`config.mk`:
```
export PLATFORM = sky130hd
export DESIGN_NAME = prbs_link_sequencer
export DESIGN_NICKNAME = d
export VERILOG_FILES = /design/src/rtl/prbs_link_sequencer.sv
export SDC_FILE = /design/constraint.sdc
export NUM_CORES = 1
export LEC_CHECK = 0
export CORE_MARGIN = 2
export CORE_UTILIZATION = 51
export DETAILED_ROUTE_END_ITERATION = 16
export MAX_ROUTING_LAYER = met4
export PLACE_DENSITY = 0.77
export RECOVER_POWER = 50
export SLEW_MARGIN = 20
export SYNTH_ARGS = -nofsm -noshare
export SYNTH_HDL_FRONTEND = slang
export SYNTH_SLANG_ARGS = --single-unit
```
`constraint.sdc`:
```
create_clock -name CLK -period 2.4 [get_ports CLK]
set_input_delay 0.6 -clock CLK [delete_from_list [all_inputs] [get_ports CLK]]
set_output_delay 0.6 -clock CLK [all_outputs]
set_load 0.05 [all_outputs]
```
`src/rtl/prbs_link_sequencer.sv`:
```
// prbs_link_sequencer: drives the TX byte stream for link bring-up.
// It sends the alignment word a programmed number of times, waits (with a
// timeout) for the receive-side detector to report lock, then streams a
// programmed number of PRBS bytes. Busy/done/locked/error go to the host.
module prbs_link_sequencer #(
  parameter logic [31:0] PATTERN = 32'hAABBCCDD,
  parameter int unsigned TIMEOUT = 255
) (
  input  logic        CLK,
  input  logic        RSTn,
  input  logic        start,
  input  logic [7:0]  n,
  input  logic [15:0] prbs_len,
  input  logic [7:0]  prbs_byte,
  input  logic        pattern_detected,
  output logic        prbs_en,
  output logic [7:0]  out_byte,
  output logic        out_valid,
  output logic        busy,
  output logic        done,
  output logic        locked,
  output logic        error
);

  typedef enum logic [2:0] {
    IDLE      = 3'd0,
    SEND_PAT  = 3'd1,
    WAIT_LOCK = 3'd2,
    SEND_PRBS = 3'd3,
    DONE      = 3'd4
  } state_t;

  // Last timer value before WAIT_LOCK gives up (timer starts at 0).
  localparam logic [15:0] TMO_LAST = 16'(TIMEOUT - 1);

  state_t      state_q;
  logic [7:0]  n_q;        // repetitions latched at start accept
  logic [15:0] len_q;      // PRBS length latched at start accept
  logic [1:0]  idx_q;      // byte index within the alignment word
  logic [7:0]  rep_q;      // completed repetitions of the word
  logic [15:0] timer_q;    // cycles spent in WAIT_LOCK
  logic [15:0] pcnt_q;     // PRBS bytes sent
  logic        locked_q;
  logic        error_q;

  logic        pat_last;
  logic        lock_seen;
  logic        tmo_hit;
  logic        prbs_last;
  logic        in_run;
  logic [7:0]  pat_byte;

  // Terminal-count and status decodes shared by the FSM.
  assign pat_last  = (idx_q == 2'd3) && (rep_q == (n_q - 8'd1));
  assign lock_seen = locked_q | pattern_detected;
  assign tmo_hit   = (timer_q == TMO_LAST);
  assign prbs_last = (pcnt_q == (len_q - 16'd1));
  // Detection only counts while the run is still in progress, not in DONE.
  assign in_run    = (state_q == SEND_PAT) || (state_q == WAIT_LOCK) ||
                     (state_q == SEND_PRBS);

  // Alignment word byte select, MSB byte first.
  always_comb begin
    pat_byte = PATTERN[31:24];
    case (idx_q)
      2'd0:    pat_byte = PATTERN[31:24];
      2'd1:    pat_byte = PATTERN[23:16];
      2'd2:    pat_byte = PATTERN[15:8];
      default: pat_byte = PATTERN[7:0];
    endcase
  end

  // Sequencer FSM with its counters and sticky status bits.
  always_ff @(posedge CLK or negedge RSTn) begin
    if (!RSTn) begin
      state_q  <= IDLE;
      n_q      <= 8'd0;
      len_q    <= 16'd0;
      idx_q    <= 2'd0;
      rep_q    <= 8'd0;
      timer_q  <= 16'd0;
      pcnt_q   <= 16'd0;
      locked_q <= 1'b0;
      error_q  <= 1'b0;
    end else begin
      if (in_run && pattern_detected)
        locked_q <= 1'b1;

      case (state_q)
        IDLE: begin
          if (start) begin
            n_q      <= n;
            len_q    <= prbs_len;
            idx_q    <= 2'd0;
            rep_q    <= 8'd0;
            timer_q  <= 16'd0;
            pcnt_q   <= 16'd0;
            locked_q <= 1'b0;
            if (n == 8'd0) begin
              error_q <= 1'b1;
              state_q <= DONE;
            end else begin
              error_q <= 1'b0;
              state_q <= SEND_PAT;
            end
          end
        end

        SEND_PAT: begin
          idx_q <= idx_q + 2'd1;
          if (idx_q == 2'd3)
            rep_q <= rep_q + 8'd1;
          if (pat_last)
            state_q <= WAIT_LOCK;
        end

        WAIT_LOCK: begin
          timer_q <= timer_q + 16'd1;
          if (lock_seen) begin
            state_q <= (len_q == 16'd0) ? DONE : SEND_PRBS;
          end else if (tmo_hit) begin
            error_q <= 1'b1;
            state_q <= DONE;
          end
        end

        SEND_PRBS: begin
          pcnt_q <= pcnt_q + 16'd1;
          if (prbs_last)
            state_q <= DONE;
        end

        DONE: begin
          state_q <= IDLE;
        end

        default: begin
          state_q <= IDLE;
        end
      endcase
    end
  end

  // Moore output decodes; PRBS bytes pass straight through while streaming.
  assign busy      = (state_q != IDLE);
  assign done      = (state_q == DONE);
  assign prbs_en   = (state_q == SEND_PRBS);
  assign out_valid = (state_q == SEND_PAT) || (state_q == SEND_PRBS);
  assign out_byte  = (state_q == SEND_PAT)  ? pat_byte  :
                     (state_q == SEND_PRBS) ? prbs_byte : 8'h00;
  assign locked    = locked_q;
  assign error     = error_q;

endmodule

```
==> results.md, run 1 <==
* Synth area leader: dfrtp_1
* Global-route wire length before repair at about 17 mm
* Most common cell in the netlist: nand2_1
* Clock root cell: clkbuf_8
* Ys async rst share at between 90% and 100%
* Dpl cells at 659
* P_int at just under 4 mW
* Failing checks: max-capacitance violations, max-slew violations
* Cell Area, Synth at 4260 um^2
* DRT iter0 DRCs at 231
* CTS HTree Levels at 3
* DRC at 0
* Startpoint types: flop
* Clock Pin Slew Worst Setup and Hold Paths at around 0.07 ns
* IO Count at 50
* Critical path type: flop to output pin
* Worst EP arrival at ~1.8 ns
* Layout cells sized above 1 at between 10 and 15%
* Worst-margin pin slew at roughly 1.6 ns
* Remaining global-route overflow at 0
* Final core occ at ~66%
* # setup viols final at 0
* DP Worst Slack at -0.0202 ns
* CP bufs+invs at 1
* Outcome: finished, violations left
* Lkg Pwr at 2.38 nW
* Switch Pwr at around 3.2 mW
* Die ar. at approximately 9000 um^2
* Post-Route WL at 10.6 mm
* Slew Limit Fails at 31
* Largest net degree at the start of global routing at 31
* Sequential share of power at between 30% and 40%
* Total number of vias at approximately 4.0k
* Die X at around 95 um
* Yosys Warn Count at 0
* CTS tree: built
* Routed wire per std cell at about 16 um
* Yosys reg bits at 71
* Setup_tns at 0 ns
* Achievable clock frequency at approximately 430 MHz
* RePlAce Congestion at 0.872
* Post-route ant nets at 0
* Layout fillers at approximately 640
* Initial antenna violation count at 0
* Row cnt at 33
* Worst Path Required at between 1.5 and 2 ns
* RSZ-0062 raised after global routing: yes
* Endpoint class of the critical path: output pin
* DR pass1 iterations at 5
* Final period utilization at between 90% and 100%
* Clock share of power at a little over an eighth
* Worst Hold Class: flop to flop
* Area of the multi-input gates at ~2300 um^2
* Distinct cells, synth at between 50 and 60
* EDFF count, synth at 0
* Sequential cell area at around 1800 um^2
* Max Clock Skew at 0.00767 ns
* Maximum vdd ir drop at ~0.0011 V
* CP max stage delay at around 0.43 ns
* Synthesized net count at around 550
* Synth-to-layout area growth at 26.0%
* Clock latency on the worst-skew pair at 0.35 ns
* Vias per cell at just under 6
* Ys flop type: dfrtp_1
* Max Root-Sink Buffers at 2
* Slew HR at -7.23%
* Vias in the first global route at 3729
* Switch share at a little under half
* Slowest-stage cell, CP: dfrtp_1
* GR Util All Layers at between 20% and 30%
* Pwr dens at between 1000 and 1500 nW/um^2
* Buffers added on ports at between 40 and 50
* CTS Sinks at 71
* Setup ws final at between 0.05 and 0.06 ns
* Sequential area share after synthesis at around two fifths
* Synth top cells by count: nand2_1, dfrtp_1, o21ai_0
* Max cap viols at 1
* CP max FO at 5
* Final Hold Vio Count at 0
* Crit path time final at around 2.3 ns
* Main area contributors after synthesis: dfrtp_1, nand2_1, o21ai_0
* Total Nets Final at around 620
* Post-Layout Cell Count at between 600 and 700
* Top cell type's share of synthesized area at a little over two fifths
* Syn Inst Count at 500
* N_diodes at 0
* HPWL Detailed at 7.72 mm
* Cell family with most CP delay: compound AO/OA/AOI/OAI gates
* Die height at 95.4 um
* Core area at 8180 um^2
* Clock buffer count from CTS at 9
* CP cell instances: ha_1 -> o31ai_1 -> a21oi_1 -> buf_12
* Comb pwr share at a little under three fifths
* Initial Utilization at approximately 52%
* Average cell area after synthesis at 8.52 um^2
timing repair:
item,in CTS,in global routing
endpoints found under the hold margin,0,0
hold buffers,0,0
pin swaps,0,6
setup buffers,1,7
setup endpoints to repair,3,9
resized for setup,5,10
cells in the final DEF, fill, tap and decap left out, types with 9 or more instances in the layout:
master and instances:
a21oi_1 12, and3_1 18, buf_12 11, buf_4 31, clkbuf_8 10, clkdlybuf4s50_1 35, dfrtp_1 68, ha_1 9
inv_1 19, nand2_1 105, nand3_1 24, nand4_1 17, nor2_1 22, o21ai_0 51, xnor2_1 23, xor2_1 12
path summary, 6_finish.rpt:
kind / startpoint / slack [ns] / to / cells past startpoint
min reg2reg: timer_q[6] / 0.49 / timer_q[6] / 1
min in group asynchronous: RSTn / 0.64 / pcnt_q[8] / 1
max in group asynchronous: RSTn / 0.46 / timer_q[14] / 2
max reg2reg: n_q[0] / 0.08 / state_q[2] / 8
min: timer_q[6] / 0.49 / timer_q[6] / 1
max: idx_q[0] / 0.05 / out_byte[0] / 4
routing by layer:
layer  global-route usage [%]  wire length (um)  vias up
li1                         -                 -     1903
met1                     30.1              4610     1920
met2                     41.1              5280      113
met3                     6.32               480       20
met4                     9.05               225        0
met5                        -                 0        -
flip-flops by register name, indices dropped and copies added (netlist names):
| name | cells |
|---|---|
| len_q | 16 |
| pcnt_q | 16 |
| timer_q | 16 |
| n_q | 8 |
| rep_q | 8 |
| state_q | 3 |
| idx_q | 2 |
| error | 1 |
| locked | 1 |
metrics by stage:
stage          total power [mW]  instance area (um^2)  hold slack (ns)
6_report                   7.06                  5370            0.490
5_1_grt                    7.53                  5370            0.511
4_1_cts                    6.90                  5300            0.305
3_5_place_dp               5.88                  5080            0.488
3_3_place_gp               5.73                  5080            0.479
2_1_floorplan              4.48                  4270            0.304
power groups by stage:
stage	sequential (mW)	combinational (mW)	clock (mW)
floorplan	2.06	2.42	0
global placement	2.12	3.61	0
detailed placement	2.15	3.73	0
CTS	2.14	3.79	0.966
global route	2.22	4.27	1.03
finish	2.15	3.95	0.954
cell type report:
type / instances / area share [%]
multi-input cells: 388 / 43.8
inverters: 21 / 1.61
clock inverters: 4 / 0.839
well taps: 105 / 2.45
flip-flops and latches: 71 / 33.2
repair buffers: 82 / 15.5
clock buffers: 12 / 2.70
cell families (layout without fill, tap and decap cells):
group	Yosys count	in the layout	share of synthesized area, %
and+or+nand+nor	233	233	26.9
AOI/OAI and AO/OA	103	103	15.1
DFF	71	71	41.7
buffers and inverters	41	119	4.49
xor gates and xnor gates	35	35	7.20
adders and majority gates	10	10	2.94
muxes	7	7	1.64
Power figures use the tool's default switching activity.
==> inputs of run 2 (changes only) <==
--- a/config.mk
+++ b/config.mk
@@ -6,10 +6,10 @@
 export NUM_CORES = 1
 export LEC_CHECK = 0
 export CORE_MARGIN = 2
-export CORE_UTILIZATION = 51
+export CORE_UTILIZATION = 55
 export DETAILED_ROUTE_END_ITERATION = 16
 export MAX_ROUTING_LAYER = met4
-export PLACE_DENSITY = 0.77
+export PLACE_DENSITY = 0.79
 export RECOVER_POWER = 50
 export SLEW_MARGIN = 20
 export SYNTH_ARGS = -nofsm -noshare
==> constraint.sdc (replaced) <==
create_clock -name CLK -period 2.9 [get_ports CLK]
set_input_delay 0.725 -clock CLK [delete_from_list [all_inputs] [get_ports CLK]]
set_output_delay 0.725 -clock CLK [all_outputs]
set_load 0.05 [all_outputs]
==> results.md, run 2 (synthesized netlist as in run 1, its figures left out) <==
* N_diodes at 0
* Critical path type: flop to output pin
* DRT met1 WL at 4.48 mm
* Achievable clock frequency at between 300 and 400 MHz
* Initial antenna violation count at 0
* Worst-margin pin slew at between 1.5 and 2 ns
* RSZ-0062 raised after global routing: no
* Setup ws final at approximately 0.2 ns
* Post-Route WL at between 9 and 10 mm
* Clock latency on the worst-skew pair at roughly 0.36 ns
* DR pass1 iterations at 5
* CTS tree: built
* Max cap viols at 1
* Synth-to-layout area growth at 21.0%
* Vias in the first global route at ~3.8k
* Buffers added on ports at 49
* Post-route ant nets at 0
* Largest net degree at the start of global routing at 43
* CP max FO at 14
* Worst setup startpoint: state_q[1]
* Commonest non-fill, non-tap cell in the layout: nand2_1
* Clock root cell: clkbuf_8
* Failing checks: max-capacitance violations, max-slew violations
* Endpoint class of the critical path: output pin
* Die ar. at ~8500 um^2
* DRT iter0 DRCs at about 190
* Slowest-stage cell, CP: clkdlybuf4s50_1
* Cell family with most CP delay: buffers and inverters
* Dpl cells at 640
* Met2 wire length at slightly below 5 mm
* Die height at roughly 90 um
* Routed wire per std cell at 15.2 um
* Commonest cells after routing, fill and taps aside: nand2_1, dfrtp_1, o21ai_0, clkdlybuf4s50_1, nand3_1
* # setup viols final at 0
* WHS at ~0.50 ns
* DP Worst Slack at around 0.30 ns
* Row cnt at 32
* Layout cells sized above 1 at under 10%
* DR top layer: met4
* Layout fillers at between 500 and 600
* P_int at just over 3 mW
* Hold buffers post-CTS at 0
* Outcome: finished, violations left
* Worst EP arrival at 1.98 ns
* Clock buffer count from CTS at 9
* Die X at 92.0 um
* Total number of vias at 3820
* Reg-to-Reg Start: len_q[3]
* Slew HR at -14.9%
* Lkg Pwr at roughly 2.3 nW
* CP bufs+invs at 2
* Comb pwr share at a little over 50%
* Worst Hold Class: flop to flop
* Worst Hold Launch: timer_q[15]
* Routed length on met3 at 406 um
* Switch share at between 40% and 50%
* CTS Sinks at between 70 and 80
* Core area at 7610 um^2
* Max Root-Sink Buffers at 2
* Total Nets Final at ~600
* Switch Pwr at between 2 and 3 mW
* Remaining global-route overflow at 0
* Sequential share of power at roughly 32%
* Pwr dens at approximately 1100 nW/um^2
* GR Util All Layers at 25.6%
* Post-Layout Cell Count at 656
* Clock share of power at 16.1%
* RePlAce Congestion at between 0.9 and 1
* CTS HTree Levels at 3
* Worst Path Required at between 2 and 2.5 ns
* Biggest regs: len_q: 16 flops, pcnt_q: 16 flops, timer_q: 16 flops
* Max Clock Skew at between 0.01 and 0.015 ns
* Global-route wire length before repair at between 15 and 20 mm
* HPWL Detailed at between 7 and 8 mm
* Initial Utilization at between 50% and 60%
* Setup_tns at 0 ns
* Final Hold Vio Count at 0
* CP cell instances: buf_4 -> nor3b_1 -> clkdlybuf4s50_1
* Slew Limit Fails at 30
* Final period utilization at between 90% and 100%
* Crit path time final at between 2 and 3 ns
* CP max stage delay at approximately 0.84 ns
* Maximum vdd ir drop at between 0.001 and 0.0015 V
* Clock Pin Slew Worst Setup and Hold Paths at 0.08 ns
* IO Count at 50
* Vias per cell at just under 6
* DRC at 0
* Startpoint types: flop
==> run 2: cell type report <==
| type | count | area (um^2) | share of cell area [%] |
|---|---|---|---|
| Clock buffer | 11 | 141 | 2.74 |
| Clock inverter | 5 | 81.3 | 1.58 |
| Inverter | 21 | 78.8 | 1.53 |
| Multi-Input combinational cell | 388 | 2290 | 44.5 |
| Sequential cell | 71 | 1780 | 34.5 |
| Tap cell | 102 | 128 | 2.48 |
| Timing Repair Buffer | 58 | 656 | 12.7 |
==> run 2: what timing repair did <==
action / in CTS / in global routing
setup endpoints to repair: 0 / 2
setup buffers: 0 / 0
gates resized for setup: 0 / 2
endpoints found under the hold margin: 0 / 0
==> run 2: path summary, 6_finish.rpt <==
check                                    to  slack [ns]  cells after the start
worst max-delay path                   done        0.20                      3
worst min-delay path            timer_q[15]        0.50                      1
worst max register to register   state_q[2]        0.40                      7
worst min register to register  timer_q[15]        0.50                      1
max in group asynchronous          len_q[7]        1.08                      1
min in group asynchronous        pcnt_q[11]        0.81                      1
==> run 2: routing by layer <==
layer  global-route usage (%)  up-vias
met3                     4.19       14
met1                     32.6     1863
li1                         -     1855
met2                     41.9       88
met4                     8.46        0
met5                        -        -
==> run 2: power by group through the flow <==
stage          sequential [mW]  combinational (mW)  clock [mW]
2_1_floorplan             1.71                1.99           0
3_3_place_gp              1.80                2.81           0
3_5_place_dp              1.82                2.88           0
4_1_cts                   1.80                2.90       0.912
5_1_grt                   1.86                3.17       0.951
6_report                  1.82                2.89       0.903
==> run 2: worst reg2reg max path, delay by kind of cell (launching register included) <==
family / cells / cell delay, ns
flip-flops: 1 / 0.46
AO/OA/AOI/OAI: 3 / 0.95
AND/OR/NAND/NOR: 2 / 0.60
XOR/XNOR: 1 / 0.17
buffers and inverters: 1 / 0.22
==> run 2: per-stage QoR <==
stage               util [%]  area [um^2]  total power, mW
floorplan                  -         4260             3.70
global placement        64.9         4930             4.61
detailed placement      64.9         4930             4.70
CTS                     67.8         5160             5.62
global route            67.8         5160             5.98
finish                  67.8         5160             5.61
